==> src/rtl/fft_pkg.sv <==
// Shared FFT constants, complex sample type and bin-index bit reversal,
// used by fft_top and by the reorder buffer downstream of it.
package fft_pkg;

    localparam int FFT_WIDTH = 16;
    localparam int FFT_N     = 16;
    localparam int FFT_LOG2N = 4;

    typedef struct packed {
        logic signed [FFT_WIDTH-1:0] re;
        logic signed [FFT_WIDTH-1:0] im;
    } cplx_t;

    // Reverses the low w bits of a; bits at and above w come back as zero.
    function automatic logic [31:0] bitrev(input logic [31:0] a, input int unsigned w);
        logic [31:0] r;
        r = '0;
        for (int unsigned i = 0; i < 32; i++) begin
            if (i < w) begin
                r[i[4:0]] = a[5'(w - 1 - i)];
            end
        end
        return r;
    endfunction

endpackage

==> src/rtl/fft_pingpong_ram.sv <==
// Two-bank sample store for the reorder buffer: one synchronous write port,
// one asynchronous read port, bank select carried as the address MSB.
module fft_pingpong_ram #(
    parameter int WIDTH = 16,
    parameter int LOG2N = 4
) (
    input  logic                 clk,
    input  logic                 we,
    input  logic [LOG2N:0]       waddr,
    input  logic [2*WIDTH-1:0]   wdata,
    input  logic [LOG2N:0]       raddr,
    output logic [2*WIDTH-1:0]   rdata
);

    localparam int DEPTH = 2 ** (LOG2N + 1);

    // Contents are never reset; a bank is only read after it has been fully written.
    logic [2*WIDTH-1:0] mem [DEPTH];

    always_ff @(posedge clk) begin
        if (we) begin
            mem[waddr] <= wdata;
        end
    end

    assign rdata = mem[raddr];

endmodule

==> src/rtl/fft_reorder.sv <==
// Bit-reversal reorder buffer: collects bit-reversed FFT frames into a
// ping-pong store and replays each one in natural bin order on push/stall.
module fft_reorder
    import fft_pkg::*;
#(
    parameter int WIDTH = FFT_WIDTH,
    parameter int N     = FFT_N,
    parameter int LOG2N = FFT_LOG2N
) (
    input  logic                    clk,
    input  logic                    reset,
    input  logic                    in_push,
    input  logic signed [WIDTH-1:0] in_real,
    input  logic signed [WIDTH-1:0] in_imag,
    output logic                    in_stall,
    output logic                    out_push,
    output logic signed [WIDTH-1:0] out_real,
    output logic signed [WIDTH-1:0] out_imag,
    input  logic                    out_stall
);

    localparam logic [LOG2N-1:0] LAST = LOG2N'(N - 1);

    logic [1:0]              full_q, full_d;
    logic                    wsel_q, wsel_d;
    logic                    rsel_q, rsel_d;
    logic [LOG2N-1:0]        wcnt_q, wcnt_d;
    logic [LOG2N-1:0]        rcnt_q, rcnt_d;
    logic                    out_push_q, out_push_d;
    logic signed [WIDTH-1:0] out_real_q, out_real_d;
    logic signed [WIDTH-1:0] out_imag_q, out_imag_d;

    logic                    wr_en;
    logic                    rd_en;
    logic [LOG2N-1:0]        wr_bin;
    logic [LOG2N:0]          waddr;
    logic [LOG2N:0]          raddr;
    logic [2*WIDTH-1:0]      wdata;
    logic [2*WIDTH-1:0]      rdata;

    // Backpressure comes from registered flags only, never from out_stall.
    assign in_stall = full_q[wsel_q];
    assign wr_en    = in_push && !full_q[wsel_q];
    assign rd_en    = full_q[rsel_q] && (!out_push_q || !out_stall);

    assign wr_bin = LOG2N'(bitrev(32'(wcnt_q), unsigned'(LOG2N)));
    assign waddr  = {wsel_q, wr_bin};
    assign raddr  = {rsel_q, rcnt_q};
    assign wdata  = {in_real, in_imag};

    fft_pingpong_ram #(
        .WIDTH (WIDTH),
        .LOG2N (LOG2N)
    ) u_ram (
        .clk   (clk),
        .we    (wr_en),
        .waddr (waddr),
        .wdata (wdata),
        .raddr (raddr),
        .rdata (rdata)
    );

    always_comb begin
        full_d     = full_q;
        wsel_d     = wsel_q;
        rsel_d     = rsel_q;
        wcnt_d     = wcnt_q;
        rcnt_d     = rcnt_q;
        out_push_d = out_push_q;
        out_real_d = out_real_q;
        out_imag_d = out_imag_q;

        if (wr_en) begin
            wcnt_d = wcnt_q + 1'b1;
            if (wcnt_q == LAST) begin
                full_d[wsel_q] = 1'b1;
                wsel_d         = !wsel_q;
            end
        end

        // Write only sets an empty bank and read only clears a full one,
        // so a completing write and a releasing read never touch the same flag.
        if (rd_en) begin
            out_push_d = 1'b1;
            out_real_d = $signed(rdata[2*WIDTH-1:WIDTH]);
            out_imag_d = $signed(rdata[WIDTH-1:0]);
            rcnt_d     = rcnt_q + 1'b1;
            if (rcnt_q == LAST) begin
                full_d[rsel_q] = 1'b0;
                rsel_d         = !rsel_q;
            end
        end else if (out_push_q && !out_stall) begin
            out_push_d = 1'b0;
        end
    end

    always_ff @(posedge clk or negedge reset) begin
        if (!reset) begin
            full_q     <= '0;
            wsel_q     <= 1'b0;
            rsel_q     <= 1'b0;
            wcnt_q     <= '0;
            rcnt_q     <= '0;
            out_push_q <= 1'b0;
            out_real_q <= '0;
            out_imag_q <= '0;
        end else begin
            full_q     <= full_d;
            wsel_q     <= wsel_d;
            rsel_q     <= rsel_d;
            wcnt_q     <= wcnt_d;
            rcnt_q     <= rcnt_d;
            out_push_q <= out_push_d;
            out_real_q <= out_real_d;
            out_imag_q <= out_imag_d;
        end
    end

    assign out_push = out_push_q;
    assign out_real = out_real_q;
    assign out_imag = out_imag_q;

endmodule

==> config.mk <==
export PLATFORM = sky130hd
export DESIGN_NAME = fft_reorder
export DESIGN_NICKNAME = d
export VERILOG_FILES = /design/src/rtl/fft_pkg.sv /design/src/rtl/fft_pingpong_ram.sv /design/src/rtl/fft_reorder.sv
export SDC_FILE = /design/constraint.sdc
export NUM_CORES = 1
export LEC_CHECK = 0
export ABC_AREA = 1
export BUFFER_PORTS_ARGS = -buffer_cell sky130_fd_sc_hd__buf_2
export CORE_MARGIN = 4
export CORE_UTILIZATION = 45
export CTS_BUF_LIST = sky130_fd_sc_hd__clkbuf_4
export DETAILED_ROUTE_END_ITERATION = 12
export GPL_TIMING_DRIVEN = 1
export PLACE_DENSITY = 0.61
export REMOVE_ABC_BUFFERS = 1
export SLEW_MARGIN = 20
export SYNTH_ARGS = -nofsm -noshare
export SYNTH_HDL_FRONTEND = slang
export SYNTH_SLANG_ARGS = --single-unit
==> constraint.sdc <==
create_clock -name clk -period 4.15 [get_ports clk]
set_input_delay 1.245 -clock clk [delete_from_list [all_inputs] [get_ports clk]]
set_output_delay 1.245 -clock clk [all_outputs]
set_load 0.03 [all_outputs]
-- Yosys cells after proc, flatten, opt, wreduce, memory -nomap -nowiden
Memories as Yosys holds them, arrays and structs flattened. A register that Yosys moved wholly into a read port is not among the register bits.
Index checks and enable logic that the tools add are counted.
- flip-flop bits (word level): 13
- memory bits (writable): 1024
- memories kept: 1
- add/sub/neg operators: 2
- $lt $le $gt $ge: 4
- eq/ne operators: 2
- muxes and demuxes: 16
- bitwise operators: 3
- reduce and logical (&&, ||, !) cells: 15
- memories (memory ; words ; width ; read ports ; clocked after memory_dff ; write ports ; line ; source):
    u_ram.mem ; 32 ; 32 ; 1 ; 1 ; 1 ; fft_pingpong_ram.sv:18 ; logic [2*WIDTH-1:0] mem [DEPTH];
- operators by type and width (operator ; count):
    $mux W1 ; 10
    $add A4 B1 Y4 const B ; 2
    $eq A4 B4 Y1 const B ; 2
    $mux W2 ; 4
    $logic_not A1 Y1 ; 6
    $logic_and A1 B1 Y1 ; 5
    $lt A1 B2 Y1 const B ; 2
    $reduce_and A2 Y1 ; 2
    $and A2 B2 Y2 ; 1
    $demux W1 S1 ; 2
    $ge A1 B1 Y1 const B ; 2
    $not A2 Y2 ; 1
    $or A2 B2 Y2 ; 1
    $reduce_bool A2 Y1 ; 1
    $logic_or A1 B1 Y1 ; 1

-- Longest topological paths before layout
Gate-level depths: netlist of run 1.
- depth after elaboration: 10
- depth in mapped cells: 12
- mapped depth without buffers: 9

-- By module
A second synthesis of run 1 with hierarchy kept.
- cell total of the unflattened synthesis: 3710
- area, all modules: 43661.9 um^2
- modules (own cells, without submodules) (module ; times used ; cells each ; area an instance (um^2) ; sequential area each (um^2)):
    fft_pingpong_ram ; 1 ; 3504 ; 41765.1 ; 30749.5
    fft_reorder ; 1 ; 206 ; 1896.8 ; 1126.1

-- Least setup slack after synthesis of run 1
No wires, ideal clock.
- kind: input-to-reg
- start: input port in_push
- end: memory u_ram.mem[10][0] in the netlist's numbering, enable pin
- arrival: 3.059 ns
- setup slack: 0.670 ns
- stages: 4
- path through: nand3_2 -> inv_2 -> nand3_1 -> nor2_1
- cells in the longest elaborated chain, start to end: 3
- RTL lines (what ; line ; source):
    start, declared ; fft_reorder.sv:12 ; input logic in_push,
    $logic_and A1 B1 Y1 ; fft_reorder.sv:43 ; assign wr_en = in_push && !full_q[wsel_q];
    $mux W1 ; fft_pingpong_ram.sv:21 ; if (we) begin
    $mux W1 (implied by the code) ; fft_pingpong_ram.sv:22 ; mem[waddr] <= wdata;
    end, declared ; fft_pingpong_ram.sv:18 ;
Every way passes these cells.

-- Final worst setup path of run 1
- start: register wsel_q
- end: output port in_stall
- cells in the longest elaborated chain, start to end: 2
- RTL lines (what ; line ; source):
    start, declared ; fft_reorder.sv:25 ; logic wsel_q, wsel_d;
    start signal, assigned ; fft_reorder.sv:109 ; wsel_q <= wsel_d;
    $mux W1 (implied by the code) (2 in series) ; fft_reorder.sv:42 ; assign in_stall = full_q[wsel_q];
    end, declared ; fft_reorder.sv:15 ; output logic in_stall,
Every way passes these cells. The select of a mux whose other input is x is not followed.

==> impl_metrics.csv, run 1 <==
group,metric,value,unit
die,die_h,318,um
timing,worst-slew-pin-transition,1090,ps
synth,yosysTopAreaCellShare,71.3,%
timing,relSlewSlack,27.1,%
placed_design,hpwl,64000,um
clocking,cts_post_setup_buffers_inserted,0,
timing,final.min_clock_period,3390,ps
synth,yosysSeqAreaShare,73.9,%
worst_setup_path,path_class,"flip-flop to output pin",
route,wirelength,115000,um
worst_setup_path,critical_path_required,2900,ps
synth,ys_types,24,
synth,yosys-top-cells-area,"edfxtp_1, nand2_1, nand3_1",
synth,synth_seq_cells,1069,
timing,holdWs,246,ps
timing,hold_violations,0,
clocking,ctsHoldBuffers,0,
die,die_width,318,um
route,wl_per_cell,21.8,um
power_and_ir_drop,p_int,20.6,mW
route,drc,0,
flow_run,timing.max_cap.violations,0,
final_layout,mostFrequentLayoutCells,"nand2_1, edfxtp_1, nand3_1",
power_and_ir_drop,p_sw_share,39.1,%
die,dieArea,101000,um^2
power_and_ir_drop,p_seq_share,38.4,%
final_layout,final_nets,3872,
global_route,grt_max_degree,174,
global_route,antenna_found_initial,5,
hold_path,hold_class,"input pin to async pin",
clocking,clock_sinks,1069,
die,core_area,95000,um^2
placed_design,gp_congestion,0.818,
timing,period_share,81.6,%
power_and_ir_drop,ir_drop,0.556,mV
clocking,cts_root_buffer,"clkbuf_4",
final_layout,final_common_cell,"nand2_1",
worst_setup_path,crit_top_cell,"nand2_1",
die,num_rows,113,
power_and_ir_drop,combinationalPowerShare,35.0,%
die,io_pins,70,
timing,finalSetupViolCount,0,
global_route,grt_pass1_vias,28300,
timing,max_freq,295,MHz
synth,yosys_warnings,0,
clocking,post_cts_resized,0,
clocking,cts_tree,"done",
global_route,grt_pass1_wl,174000,um
clocking,clk_pin_slew_worst_paths,70,ps
route,vias,28600,
global_route,grt-ovfl-total,0,
synth,netlist_instances,3601,
final_layout,stdcell_area,48500,um^2
timing,rsz0062_at_grt,"no",
power_and_ir_drop,p_switching,13.2,mW
status,status,"finished, final reports clean",
timing,slew_viol_final,0,
final_layout,drive_above_1_share,16.5,%
synth,avgSynthCellArea,12.0,um^2
route,viasPerCell,5.40,
worst_setup_path,cp_cell_sequence,"nand2_1, nand2_1, buf_2",
placed_design,dpl_cell_area,45000,um^2
placed_design,portBuffers,69,
worst_setup_path,rr_worst_depth,10,
clocking,insertion_delay,1140,ps
worst_setup_path,worst_ep_arrival_time,2140,ps
final_layout,area_growth_syn_to_layout,12.4,%
power_and_ir_drop,clockPowerShare,26.6,%
clocking,ctsLongestPathBuffers,4,
worst_setup_path,start_kind,"flip-flop",
route,first_pass_iters,6,
worst_setup_path,cp_max_fo,8,
worst_setup_path,cpPeakStageDelay,530,ps
power_and_ir_drop,finalPower,33.9,mW
synth,mappedNetlistArea,43100,um^2
route,ant_nets,0,
synth,yosys.area.top_type,"edfxtp_1",
timing,fin_worst_skew,84.2,ps
clocking,cts_max_level,5,
global_route,grt.total_usage,22.7,%
route,drt_iter0_drc,2803,
worst_setup_path,crit_path_top_delay_cell,"dfrtp_1",
clocking,cts_buffers,293,
power_and_ir_drop,power.density,698,nW/um^2
worst_setup_path,cp-end-kind,"output pin",
die,initial_utilization,45.4,%
power_and_ir_drop,leakagePower,18.0,nW
-- logic make-up after synthesis --
family | synth area share, %
XOR/XNOR | 0.162
AND/OR/NAND/NOR | 22.4
flip-flops | 73.9
adder cells (fa/ha/maj) | 0.0580
buffers and inverters | 3.46
AO/OA/AOI/OAI | 0.0696
-- metrics by stage --
step	cells	util, %	setup WS [ps]	TNS [ps]
final	5286	51.1	762	0
after global routing	5286	51.1	596	0
after CTS	5285	51.0	654	0
after detailed placement	4804	47.4	1020	0
after global placement	4804	47.4	1030	0
after floorplan	3374	-	-10430	-373000
-- layout make-up --
cell class,count,area [um^2]
fill,8432,46500
multi-input combinational,2290,10000
clock buffer,435,3270
clock inverter,46,236
inverter,15,86.3
timing repair buffer,165,1420
tap,1265,1580
antenna,1,2.50
sequential,1069,31900
-- critical path: cells and delay by family, from the launching register on --
| kind | cells | cell delay, ps |
|---|---|---|
| buffers and inverters | 1 | 220 |
| flip-flops | 1 | 530 |
| AND/OR/NAND/NOR | 2 | 300 |
-- flip-flops by register name, indices dropped and copies added, names as in the netlist --
signal     cells
wcnt_q         4
full_q         2
out_real      16
out_push       1
rsel_q         1
u_ram.mem   1024
rcnt_q         4
out_imag      16
wsel_q         1
-- synthesized netlist by cell type --
cell type     n
nand3_1     869
buf_8         1
inv_6         1
clkbuf_1     27
o21ai_0       2
a21oi_1       4
ha_1          2
buf_6        45
dfrtp_1      45
nor2_1       37
nor3_1        1
nand2_1    1361
nand3_4       1
edfxtp_1   1024
buf_4        21
nor2_2        1
buf_1        13
buf_2       120
inv_2         5
nand2_2       1
nand3_2       1
inv_1         9
xor2_1        8
nand4_1       2
-- power by group through the flow --
| stage | logic [mW] | registers (mW) | clock network, mW |
|---|---|---|---|
| detailed placement | 11.8 | 13.2 | 0 |
| global placement | 11.7 | 13.2 | 0 |
| CTS | 11.8 | 13.0 | 9.22 |
| floorplan | 5.51 | 14.0 | 0 |
| global route | 13.0 | 13.1 | 9.85 |
| finish | 11.8 | 13.0 | 9.02 |
-- metal layers --
| layer | up-vias | wire length, um | GRT usage [%] |
|---|---|---|---|
| met2 | 1124 | 53700 | 35.5 |
| li1 | 13300 | - | - |
| met4 | 2 | 2090 | 6.47 |
| met5 | - | 7 | 0 |
| met1 | 14000 | 50000 | 31.7 |
| met3 | 152 | 9490 | 5.72 |
-- worst paths after layout --
path | startpoint | end | slack, ps
min in group clk | out_stall | out_push$_DFFE_PN0P_ | 380
max in group asynchronous | reset | rcnt_q[2]$_DFFE_PN0P_ | 3200
max reg2reg | rcnt_q[0]$_DFFE_PN0P_ | out_real[10]$_DFFE_PN0P_ | 1330
min reg2reg | out_imag[9]$_DFFE_PN0P_ | out_imag[9]$_DFFE_PN0P_ | 470
min | reset | out_push$_DFFE_PN0P_ | 250
max | wsel_q$_DFFE_PN0P_ | in_stall | 760
Note: power is estimated with default switching activity, not from simulation.
==> run 2: changes to the inputs <==
- ABC_AREA: 1 -> 0
- PLACE_DENSITY: 0.61 -> 0.64
- clock period: 4.15 -> 2.9 ns (I/O delays scaled with it)
==> run 2 against run 1 <==
Effect of this change: sequential power up 43%; global-route usage down 2.3 points; clock power up 34%; critical path type unchanged; largest cell class unchanged; critical path depth unchanged; non-clock buffer count up 49; die area down 3.2%; first-iteration DRC count down 30%.
==> impl_metrics.csv, run 2 <==
group,metric,value,unit
timing,worst-slew-pin-transition,753,ps
synth,netlist_instances,2229,
placed_design,gp_congestion,0.793,
global_route,gr-usage-met2,32.5,%
timing,finalSetupViolCount,0,
final_layout,final_common_cell,"edfxtp_1",
global_route,grt_max_degree,57,
route,wirelength,101000,um
final_layout,fillers,7308,
route,ant_nets,0,
clocking,cts_tree,"done",
worst_setup_path,crit_buf_inv,2,
worst_setup_path,crit_path_top_delay_cell,"dfrtp_1",
synth,yosysTopAreaCellShare,73.7,%
timing,hold_violations,0,
timing,relSlewSlack,49.8,%
final_layout,area_growth_syn_to_layout,14.8,%
global_route,grt.total_usage,20.4,%
global_route,met1_usage,27.1,%
hold_path,hold_class,"input pin to flip-flop",
die,die_h,313,um
power_and_ir_drop,power.density,941,nW/um^2
die,io_pins,70,
worst_setup_path,cp-end-kind,"output pin",
clocking,cts_buffers,274,
die,core_area,91800,um^2
flow_run,timing.max_cap.violations,0,
timing,tns,0,ps
worst_setup_path,crit_cells,3,
route,vias,22400,
synth,synthFlopType,"edfxtp_1",
synth,yosys-top-cells-area,"edfxtp_1, mux2i_1, dfrtp_1",
placed_design,dp_slack,426,ps
global_route,antenna_found_initial,3,
synth,yosys_warnings,0,
worst_setup_path,worstSetupStartpoint,"wsel_q$_DFFE_PN0P_",
final_layout,top_register,"u_ram.mem",
clocking,cts_root_buffer,"clkbuf_4",
global_route,grt-ovfl-total,0,
die,num_rows,111,
worst_setup_path,cp-endpoint,"in_stall",
worst_setup_path,critical_path_required,2030,ps
route,viasPerCell,5.59,
synth,ys_types,37,
synth,synthXorXnorAreaFrac,0.168,%
route,wl_per_cell,25.1,um
timing,final.min_clock_period,2880,ps
final_layout,drive_above_1_share,26.3,%
synth,synth_mux_area_share,12.3,%
final_layout,stdcell_area,47900,um^2
die,dieArea,97700,um^2
synth,yosys.area_share.adder,0.0600,%
placed_design,hpwl,56400,um
timing,worst_slack,20.3,ps
synth,yosys.area.top_type,"edfxtp_1",
worst_setup_path,cpPeakStageDelay,380,ps
synth,synth-edff-count,1024,
final_layout,mostFrequentLayoutCells,"edfxtp_1, mux2i_1, clkbuf_4",
timing,max_freq,347,MHz
synth,avgSynthCellArea,18.7,um^2
synth,synth_top_family_by_area,"multiplexers",
status,status,"finished, final reports clean",
worst_setup_path,cp_max_fo,3,
clocking,ctsLongestPathBuffers,4,
global_route,grt_pass1_vias,23400,
synth,synth_compound_area_share,8.03,%
final_layout,largest_reg_flops,1024,
worst_setup_path,regToRegSetupSlack,450,ps
die,die_width,313,um
timing,period_share,99.3,%
worst_setup_path,path_class,"flip-flop to output pin",
clocking,cts_max_level,5,
clocking,clk_pin_slew_worst_paths,60,ps
placed_design,dpl_cell_area,44600,um^2
synth,ys_top_cells_by_count,"edfxtp_1, mux2i_1, a22oi_1, a21oi_1, a22o_1",
route,drt_iter0_drc,1976,
global_route,use_met3,5.52,%
synth,synth_seq_cells,1069,
synth,yosysSeqAreaShare,76.4,%
worst_setup_path,r2r-end,"out_real[10]$_DFFE_PN0P_",
global_route,grt_busiest_layer,"met2",
final_layout,final_nets,2618,
global_route,grt_pass1_wl,147000,um
route,drc,0,
worst_setup_path,r2r_start,"rcnt_q[0]$_DFFE_PN0P_",
synth,mappedNetlistArea,41700,um^2
hold_path,hold_start,"in_push",
timing,rsz0062_at_grt,"yes",
power_and_ir_drop,leakagePower,17.2,nW
timing,fin_worst_skew,92.1,ps
clocking,clock_sinks,1069,
synth,synth-simple-area-share,1.08,%
die,initial_utilization,45.5,%
placed_design,portBuffers,69,
route,first_pass_iters,5,
synth,yosysMostFrequentCell,"edfxtp_1",
worst_setup_path,rr_worst_depth,7,
timing,slew_viol_final,0,
worst_setup_path,start_kind,"flip-flop",
worst_setup_path,worst_ep_arrival_time,2010,ps
power_and_ir_drop,ir_drop,0.750,mV
synth,async_reset_ff_share,4.21,%
worst_setup_path,crit_family,"flip-flops",
clocking,insertion_delay,1120,ps
worst_setup_path,cp_cell_sequence,"mux2i_2, inv_2, buf_6",
run 2: cell type report:
type                            instances  area [um^2]  share of cell area (%)
Antenna cell                            3         7.51                  0.0157
Clock buffer                          396         2970                    6.21
Clock inverter                         65          300                   0.627
Inverter                                2         7.51                  0.0157
Multi-Input combinational cell       1019         9330                    19.5
Sequential cell                      1069        31900                    66.6
Tap cell                             1243         1560                    3.25
Timing Repair Buffer                  214         1850                    3.86
run 2: power by group:
part	total (mW)	internal (mW)	switching, mW
registers	18.6	18.0	0.576
logic	14.4	5.67	8.74
clock network	12.1	6.42	5.65
total	45.1	30.1	15.0
run 2: kinds of logic after synthesis:
kind of cell / Yosys count
multiplexers: 514
XOR/XNOR: 8
AND/OR/NAND/NOR: 106
flip-flops: 1069
adder cells (fa/ha/maj): 2
buffers and inverters: 141
AO/OA/AOI/OAI: 389
run 2: through the flow:
stage | util [%] | power [mW] | hold WS, ps | std cells
after detailed placement | 48.6 | 33.3 | 482 | 3545
after CTS | 52.2 | 45.5 | 91.5 | 4008
after global routing | 52.2 | 47.2 | 145 | 4009
after global placement | 48.6 | 33.0 | 462 | 3545
final | 52.2 | 45.1 | 221 | 4011
after floorplan | - | 25.3 | 481 | 2090
run 2: timing repair:
action,CTS,global route
pin swaps,0,0
endpoints found under the setup margin,1,1
gates resized for setup,4,0
buffers inserted,0,0
endpoints found under the hold margin,30,0
hold buffers,2,0
run 2: worst min-delay path by stage:
stage                     cells after the start                        to
after floorplan                               1       full_q[0]$_DFF_PN0_
after global placement                        2  out_imag[12]$_DFFE_PN0P_
after detailed placement                      2   out_real[9]$_DFFE_PN0P_
after CTS                                     3     wcnt_q[0]$_DFFE_PN0P_
after global routing                          3     wcnt_q[0]$_DFFE_PN0P_
final                                         3     wcnt_q[0]$_DFFE_PN0P_
run 2: worst reg2reg max path, delay by kind of cell, from the launching register on:
kind	cells	cell delay (ps)
multiplexers	1	140
AO/OA/AOI/OAI	4	1050
flip-flops	1	580
buffers and inverters	2	590
run 2: metal layers:
layer	routed length, um	part of all wire [%]
met1	42500	42
met2	48500	48
met3	7240	7.2
met4	2420	2.4
met5	13	0.013
